<file path="src/rtl/seq_det_pkg.sv">
// ---------------------------------------------------------------------------
// seq_det_pkg
//   Shared definitions for the multi-pattern serial detector:
//   - PAT_W_MAX    : widest pattern the slot storage can hold (N <= PAT_W_MAX)
//   - PAT_INIT_DEF : default reset value of every pattern slot
//   - pat_cfg_t    : one pattern/mask pair as stored per slot
//   - idx_w()      : width of the slot-select port, never less than 1 bit
// ---------------------------------------------------------------------------
package seq_det_pkg;

   localparam int         PAT_W_MAX    = 32;
   localparam logic [3:0] PAT_INIT_DEF = 4'b1011;

   // Pattern and mask are held zero-extended to PAT_W_MAX. The unused upper
   // mask bits are always 0, so they never take part in a comparison.
   typedef struct packed {
      logic [PAT_W_MAX-1:0] pat;
      logic [PAT_W_MAX-1:0] mask;
   } pat_cfg_t;

   function automatic int idx_w(input int num_pat);
      return (num_pat > 1) ? $clog2(num_pat) : 1;
   endfunction

endpackage

</file>
<file path="src/rtl/seq_det_match.sv">
// ---------------------------------------------------------------------------
// seq_det_match
//   One pattern slot: a masked comparison of the next history against the
//   slot's pattern, and the registered one-cycle detect pulse.
//
//   clk, rstn    : clock, asynchronous active-low reset
//   nxt_shift_i  : history including the bit shifted in on this edge
//                  (zero-extended to PAT_W_MAX)
//   cfg_i        : pattern/mask pair of this slot
//   fire_i       : edge qualifier (valid bit, history full, no clear)
//   hit_o        : combinational hit for this edge
//   det_o        : registered detect pulse
// ---------------------------------------------------------------------------
module seq_det_match
   import seq_det_pkg::*;
(
   input  logic                 clk,
   input  logic                 rstn,
   input  logic [PAT_W_MAX-1:0] nxt_shift_i,
   input  pat_cfg_t             cfg_i,
   input  logic                 fire_i,
   output logic                 hit_o,
   output logic                 det_o
);

   logic det_q;

   // Mask bits at 0 are don't-care; an all-zero mask hits on every fire.
   assign hit_o = fire_i & (((nxt_shift_i ^ cfg_i.pat) & cfg_i.mask) == '0);

   always_ff @(posedge clk or negedge rstn) begin
      if (!rstn) begin
         det_q <= 1'b0;
      end else begin
         det_q <= hit_o;
      end
   end

   assign det_o = det_q;

endmodule

</file>
<file path="src/rtl/seq_det_multi.sv">
// ---------------------------------------------------------------------------
// seq_det_multi
//   Serial pattern detector with NUM_PAT runtime-programmable, bit-maskable
//   patterns of length N. The newest bit enters at the LSB of the history.
//   No hit is reported until N valid bits have been collected since reset,
//   clear or (in non-overlap mode) the last hit. A saturating counter counts
//   edges on which any slot hit.
//
//   clk, rstn    : clock, asynchronous active-low reset
//   xin_vld, xin : serial bit and its qualifier
//   clr          : synchronous clear of history, fill, counter, detects
//   overlap      : 1 = overlapping matches, 0 = restart history after a hit
//   cfg_we       : write cfg_pattern/cfg_mask into slot cfg_idx
//   cfg_idx      : slot select (out-of-range indices are ignored)
//   cfg_pattern  : pattern, MSB = oldest bit
//   cfg_mask     : 1 = compare bit, 0 = don't care
//   det_o        : per-slot one-cycle detect pulse
//   det_any      : OR of det_o, registered alongside it
//   hit_cnt      : saturating count of hit edges
// ---------------------------------------------------------------------------
module seq_det_multi
   import seq_det_pkg::*;
#(
   parameter  int           N        = 4,
   parameter  int           NUM_PAT  = 2,
   parameter  int           CNT_W    = 8,
   parameter  logic [N-1:0] PAT_INIT = N'(PAT_INIT_DEF),
   localparam int           IDX_W    = idx_w(NUM_PAT)
)(
   input  logic               clk,
   input  logic               rstn,
   input  logic               xin_vld,
   input  logic               xin,
   input  logic               clr,
   input  logic               overlap,
   input  logic               cfg_we,
   input  logic [IDX_W-1:0]   cfg_idx,
   input  logic [N-1:0]       cfg_pattern,
   input  logic [N-1:0]       cfg_mask,
   output logic [NUM_PAT-1:0] det_o,
   output logic               det_any,
   output logic [CNT_W-1:0]   hit_cnt
);

   localparam int                FILL_W    = $clog2(N + 1);
   localparam logic [FILL_W-1:0] FILL_FULL = FILL_W'(N);
   localparam logic [CNT_W-1:0]  CNT_MAX   = '1;
   localparam pat_cfg_t          CFG_RST   = '{pat:  PAT_W_MAX'(PAT_INIT),
                                               mask: PAT_W_MAX'({N{1'b1}})};

   logic [N-1:0]         shift_q, shift_d, nxt_shift;
   logic [PAT_W_MAX-1:0] nxt_shift_ext;
   logic [FILL_W-1:0]    fill_q, fill_d, nxt_fill;
   logic [CNT_W-1:0]     hit_cnt_q, hit_cnt_d;
   logic                 det_any_q, det_any_d;
   pat_cfg_t             cfg_q [NUM_PAT];
   pat_cfg_t             cfg_d [NUM_PAT];
   logic [NUM_PAT-1:0]   hit_vec;
   logic                 any_hit;
   logic                 fire;

   assign nxt_shift     = {shift_q[N-2:0], xin};
   assign nxt_shift_ext = PAT_W_MAX'(nxt_shift);
   assign nxt_fill      = (fill_q == FILL_FULL) ? FILL_FULL : fill_q + FILL_W'(1);

   // A comparison is only legal once the history holds N fresh bits; this
   // keeps patterns such as all-zeros from hitting on the cleared history.
   assign fire    = xin_vld & ~clr & (nxt_fill == FILL_FULL);
   assign any_hit = |hit_vec;

   // Per-slot comparators; each one uses the configuration registered before
   // this edge, so a write on the hit edge still compares against the old one.
   for (genvar g = 0; g < NUM_PAT; g++) begin : g_slot
      seq_det_match u_match (
         .clk         (clk),
         .rstn        (rstn),
         .nxt_shift_i (nxt_shift_ext),
         .cfg_i       (cfg_q[g]),
         .fire_i      (fire),
         .hit_o       (hit_vec[g]),
         .det_o       (det_o[g])
      );
   end

   always_comb begin
      shift_d   = shift_q;
      fill_d    = fill_q;
      hit_cnt_d = hit_cnt_q;
      det_any_d = any_hit;
      cfg_d     = cfg_q;

      if (clr) begin
         shift_d   = '0;
         fill_d    = '0;
         hit_cnt_d = '0;
      end else if (xin_vld) begin
         shift_d = nxt_shift;
         // Non-overlap mode: the next hit must be built from N new bits.
         fill_d  = (any_hit && !overlap) ? '0 : nxt_fill;
         if (any_hit && (hit_cnt_q != CNT_MAX)) begin
            hit_cnt_d = hit_cnt_q + CNT_W'(1);
         end
      end

      // Configuration writes are independent of clr. Indices that match no
      // slot simply write nothing.
      for (int i = 0; i < NUM_PAT; i++) begin
         if (cfg_we && (cfg_idx == IDX_W'(i))) begin
            cfg_d[i] = '{pat: PAT_W_MAX'(cfg_pattern), mask: PAT_W_MAX'(cfg_mask)};
         end
      end
   end

   always_ff @(posedge clk or negedge rstn) begin
      if (!rstn) begin
         shift_q   <= '0;
         fill_q    <= '0;
         hit_cnt_q <= '0;
         det_any_q <= 1'b0;
         for (int i = 0; i < NUM_PAT; i++) begin
            cfg_q[i] <= CFG_RST;
         end
      end else begin
         shift_q   <= shift_d;
         fill_q    <= fill_d;
         hit_cnt_q <= hit_cnt_d;
         det_any_q <= det_any_d;
         cfg_q     <= cfg_d;
      end
   end

   assign det_any = det_any_q;
   assign hit_cnt = hit_cnt_q;

endmodule

</file>
<file path="config.mk">
export PLATFORM = sky130hd
export DESIGN_NAME = seq_det_multi
export DESIGN_NICKNAME = d
export VERILOG_FILES = /design/src/rtl/seq_det_pkg.sv /design/src/rtl/seq_det_match.sv /design/src/rtl/seq_det_multi.sv
export SDC_FILE = /design/constraint.sdc
export NUM_CORES = 1
export LEC_CHECK = 0
export CAP_MARGIN = 20
export CORE_UTILIZATION = 61
export CTS_CLUSTER_DIAMETER = 150
export DETAILED_ROUTE_END_ITERATION = 8
export DONT_BUFFER_PORTS = 1
export PLACE_DENSITY = 0.73
export SETUP_SLACK_MARGIN = 0.4
export SLEW_MARGIN = 20
export SYNTH_ARGS = -nofsm -noshare
export SYNTH_HDL_FRONTEND = slang
export SYNTH_SLANG_ARGS = --single-unit
</file>
<file path="constraint.sdc">
create_clock -name clk -period 2.89 [get_ports clk]
set_input_delay 0.578 -clock clk [delete_from_list [all_inputs] [get_ports clk]]
set_output_delay 0.578 -clock clk [all_outputs]
set_load 0.01 [all_outputs]
</file>
---- Word level (Yosys, flattened, before mapping) ----
Cells that the tools add are included.
storage, ports and cells
  ROM bits ................................ 0
  bits in registers ....................... 33
  logic and storage cells ................. 45
  memories ................................ 0
  latch bits .............................. 0
  RAM bits ................................ 0
  output and inout bits ................... 11
  input port bits ......................... 16
cells by class
  shifts and indexed selects .............. 0
  reduce and logical (&&, ||, !) cells .... 11
  equality and inequality tests ........... 3
  $mul .................................... 0
  bitwise gates (word level) .............. 10
  magnitude comparators ................... 0
  divide/modulo/power cells ............... 0
  muxes and demuxes ....................... 9
  add/subtract/negate cells ............... 2
operator list
  kind                                                           count
  32-bit by 4-bit bitwise AND with 32-bit output                 2
  32-bit logical NOT                                             2
  8-bit two-way mux                                              3
  3-bit two-way mux                                              6
  8-bit by 1-bit adder with 8-bit output, second input constant  1
  8-bit inequality test, second input constant                   1
  4-bit bitwise XOR                                              2
  3-bit == test, second input constant                           2
  1-bit bitwise AND                                              4
  1-bit logical AND                                              4
  2-bit nonzero test                                             2
  3-bit by 1-bit adder with 3-bit output, second input constant  1
  1-bit NOT                                                      2
  2-bit AND reduction                                            1
  2-bit OR reduction                                             1
  1-bit logical NOT                                              1

---- Longest topological paths before layout ----
  depth after elaboration ................. 10
  gate-level depth with buffers ........... 7
  depth with buffers taken out ............ 7

---- By module ----
From an unflattened synthesis, not the netlist that was laid out.
unflattened totals
  cells, all modules ...................... 227
  area, all modules ....................... 2449.8 sq um
modules (own cells, without submodules)
  module         cells each  area an instance (sq um)  sequential area each (sq um)  times used
  seq_det_multi  119         1491.4                    793.3                         1
  seq_det_match  54          479.2                     25.0                          2

---- Worst setup path before layout ----
OpenSTA, ideal clock, no wires.
  kind .................................... flip-flop to flip-flop
  start ................................... reg fill_q[0]
  end ..................................... reg hit_cnt_q[4] (netlist: hit_cnt[4])
  setup time .............................. 0.078 ns
  data required time ...................... 2.812 ns
  setup slack ............................. 0.713 ns
  data arrival time ....................... 2.099 ns
  path buffers ............................ 0
  cell stages (with the launch flop) ...... 8
  period minus slack after synthesis ...... 2.177 ns
  cells stage by stage .................... dfrtp_1 -> inv_1 -> ha_1 -> nand2b_1 -> a2111oi_4 -> nand3_1 -> or4_1 -> a21oi_1
between the ends
  cells in the longest elaborated chain, start to end .. 9
  elaborated cells between the ends (all ways) .. 11
  classes of those cells .................. 1 x add/sub; 2 x eq/ne; 1 x mux; 3 x bitwise; 4 x reduce/logical
RTL lines
  item                                                                     line                  text
  start: declaration                                                       seq_det_multi.sv:53   logic [FILL_W-1:0] fill_q, fill_d, nxt_fill;
  start signal: assignment                                                 seq_det_multi.sv:125  fill_q <= fill_d;
  3-bit by 1-bit adder with 3-bit output or 3-bit == test (tied branches)  seq_det_multi.sv:64   assign nxt_fill = (fill_q == FILL_FULL) ? FILL_FULL : fill_q + FILL_W'(1);
  3-bit two-way mux (*)                                                    seq_det_multi.sv:64
  3-bit == test (*)                                                        seq_det_multi.sv:68   assign fire = xin_vld & ~clr & (nxt_fill == FILL_FULL);
  1-bit bitwise AND (*)                                                    seq_det_multi.sv:68
  1-bit bitwise AND                                                        seq_det_match.sv:29   assign hit_o = fire_i & (((nxt_shift_i ^ cfg_i.pat) & cfg_i.mask) == '0);
  2-bit OR reduction (*)                                                   seq_det_multi.sv:69   assign any_hit = |hit_vec;
  1-bit logical AND (*)                                                    seq_det_multi.sv:100  if (any_hit && (hit_cnt_q != CNT_MAX)) begin
  2-bit nonzero test (no line) (*)                                         --
  2-bit AND reduction (no line) (*)                                        --
  end signal: assignment                                                   seq_det_multi.sv:126  hit_cnt_q <= hit_cnt_d;
  end: declaration                                                         seq_det_multi.sv:54   logic [CNT_W-1:0] hit_cnt_q, hit_cnt_d;
Every way passes the cells marked *; elsewhere a longest branch is shown, timed or not.
A chain may end at the register's enable or synchronous reset.

---- Final worst setup path ----
  start ................................... reg fill_q[0]
  end ..................................... reg hit_cnt_q[7] (netlist: hit_cnt[7])
The elaborated chain is that of the path after synthesis.

==> results.toml <==
[worst_hold_path]
hold_class = "in -> async"

[floorplanning]
start_util_pct = 64.71
die_y_microns = 53.50
ios = 27
die_area_sq_um = 2862
die-width_microns = 53.50
placementRows = 18
coreArea_sq_um = 2500

[route]
vias = 1084
first_iter_violations = 16
drt-wirelength-per-cell_microns = 17.50
first_pass_iters = 4
vias_per_cell = 6.194
drc = 0
drt_wl_total_mm = 3.062
drtAntennaViolNets = 0

[placed_design]
port_buffers = 0
placed_cell_area_sq_um = 1624
dp_hpwl_mm = 2.087
place_ws_ns = 0.4938
place_congestion = 0.7734
place_inst = 161

[global_route]
grt_pass1_wl_mm = 4.878
grt_pass1_vias = 1026
grt_usage_pct = 25.38
antenna_found_initial = 0
grt_overflow = 0
grt_max_degree = 20

[logic_synthesis]
ys_types = 30
netlist_area_sq_um = 1618
postSynthNetCount = 156
synth_warnings = 0
ys_ff_latch = 33
avgSynthCellArea_sq_um = 11.81
synth_cells = 137
synth_seq_area_share_pct = 52.13

[layout]
final_common_cell = "dfrtp_1"
diodes = 0
finalInstanceArea_sq_um = 1728
nets = 163
final_layout_size_suffix_gt1_share_pct = 34.48
final_cells = 175
most-common-layout-cells = "19 x dfrtp_1, 17 x mux2_2, 14 x dfstp_2"
final_util_pct = 69.12
area_growth_pct = 6.806

[cts]
clockBufferDepth = 2
clk_pin_slew_ns = 0.10
clock_latency_ns = 0.33
ctsHtreeMaxLevel = 2
cts_tree = "built"
clockRootBuffer = "clkbuf_4"
cts.sinks = 33
cts_buffers = 5

[power_and_ir_drop]
powerDensity_nw_per_um2 = 534.2
ir_worst_vdd_v = 0.0004917
leakage_nw = 0.7466
power.total_mw = 0.9230

[sta]
setup_viol = 0
tightest_slew_ns = 0.8733
rsz0062_at_grt = "no"
hold_viol = 0
slew_headroom_pct = 41.59
whs_ns = 0.07444
max_freq_ghz = 0.4266
timing.final.crit_share_pct = 81.11
skew_ns = 0.006373
tns_ns = 0
setup_slack_ns = 0.5459
fin_crit_ns = 2.344
drv_slew = 0

[status]
status = "finished clean"

[worst_setup_path]
end_kind = "flip-flop"
worstReg2RegStart = "fill_q[0]"
path_max_fanout = 6
start_kind = "flip-flop"
critPathLaunch = "fill_q[0]"
path_class = "reg -> reg"
critPathArrivalTime_ns = 2.60
critPathRequiredTime_ns = 3.15

[flow_run]
cap_violations = 0
Yosys cell counts, drive strengths merged:
master / n / area share, %
xor2: 8 / 4.3
nand2: 8 / 1.9
a22oi: 5 / 2.3
o21ai: 2 / 0.62
a21oi: 7 / 2.2
mux2: 17 / 12
o31ai: 4 / 1.9
nor2b: 2 / 0.77
nand4: 1 / 0.77
and3b: 1 / 0.77
and3: 5 / 2.1
buf: 3 / 1.2
dfrtp: 19 / 29
nand2b: 4 / 1.5
mux2i: 3 / 1.9
or4: 3 / 1.4
a2111oi: 1 / 1.7
o311ai: 2 / 1.1
inv: 4 / 0.93
nand3: 6 / 1.9
clkbuf: 3 / 0.70
dfstp: 14 / 23
or3: 2 / 0.85
ha: 3 / 2.3
o41ai: 2 / 1.1
nor2: 7 / 1.6
nor3: 1 / 0.31
critical path, cell delays in order, from the launching register on:
cell and delay (ns):
dfrtp_1 0.39, inv_1 0.07, ha_1 0.31, nand2b_1 0.20
a2111oi_4 0.43, nand4_2 0.21, or4_1 0.51, a21oi_1 0.16
final cells by class:
type | count | area (sq um)
sequential | 33 | 843.3
fill | 190 | 772.0
multi-input combinational | 94 | 733.2
timing repair buffer | 6 | 47.55
clock buffer | 6 | 41.29
tap | 30 | 37.54
inverter | 4 | 15.01
clock inverter | 2 | 10.01
registers in the layout (all words and copies together), names as in the netlist:
name	cells
det_any	1
shift_q	3
g_slot.u_match.det_o	2
cfg_q	16
fill_q	3
hit_cnt	8
where the power goes:
part / total [mW] / switching (mW) / internal [mW] / leakage [nW]
clock: 0.243 / 0.150 / 0.0925 / 0.0320
combinational: 0.135 / 0.0696 / 0.0650 / 0.309
sequential: 0.546 / 0.0258 / 0.520 / 0.406
layer usage:
metal | vias to the layer above | wire (microns) | GRT usage [%]
met5 | - | 0 | 0
met4 | 0 | 63 | 14.47
met3 | 8 | 154 | 7.184
met2 | 27 | 1517 | 38.13
met1 | 540 | 1326 | 32.60
li1 | 509 | - | -
kinds of logic after synthesis:
family | synth area share (%)
flops | 52.13
mux | 13.69
simple gates | 13.84
xor+xnor | 4.331
compound gates | 10.83
buf+inv | 2.861
fa+ha+maj | 2.320
final timing paths:
kind,end,cells after the start,slack (ns)
setup / recovery,hit_cnt[7],7,0.55
hold / removal,cfg_q[33],0,0.07
setup reg to reg,hit_cnt[7],7,0.55
hold reg to reg,fill_q[2],2,0.54
max in group asynchronous,cfg_q[34],1,1.55
min in group clk,fill_q[1],1,0.30
what timing repair did:
| item | 4_1_cts | 5_1_grt |
|---|---|---|
| buffers inserted | 0 | 4 |
| endpoints found under the setup margin | 0 | 7 |
| hold buffers | 1 | 0 |
| resized for setup | 0 | 1 |
| endpoints found under the hold margin | 19 | 0 |
Note: power is estimated with default switching activity, not from simulation.
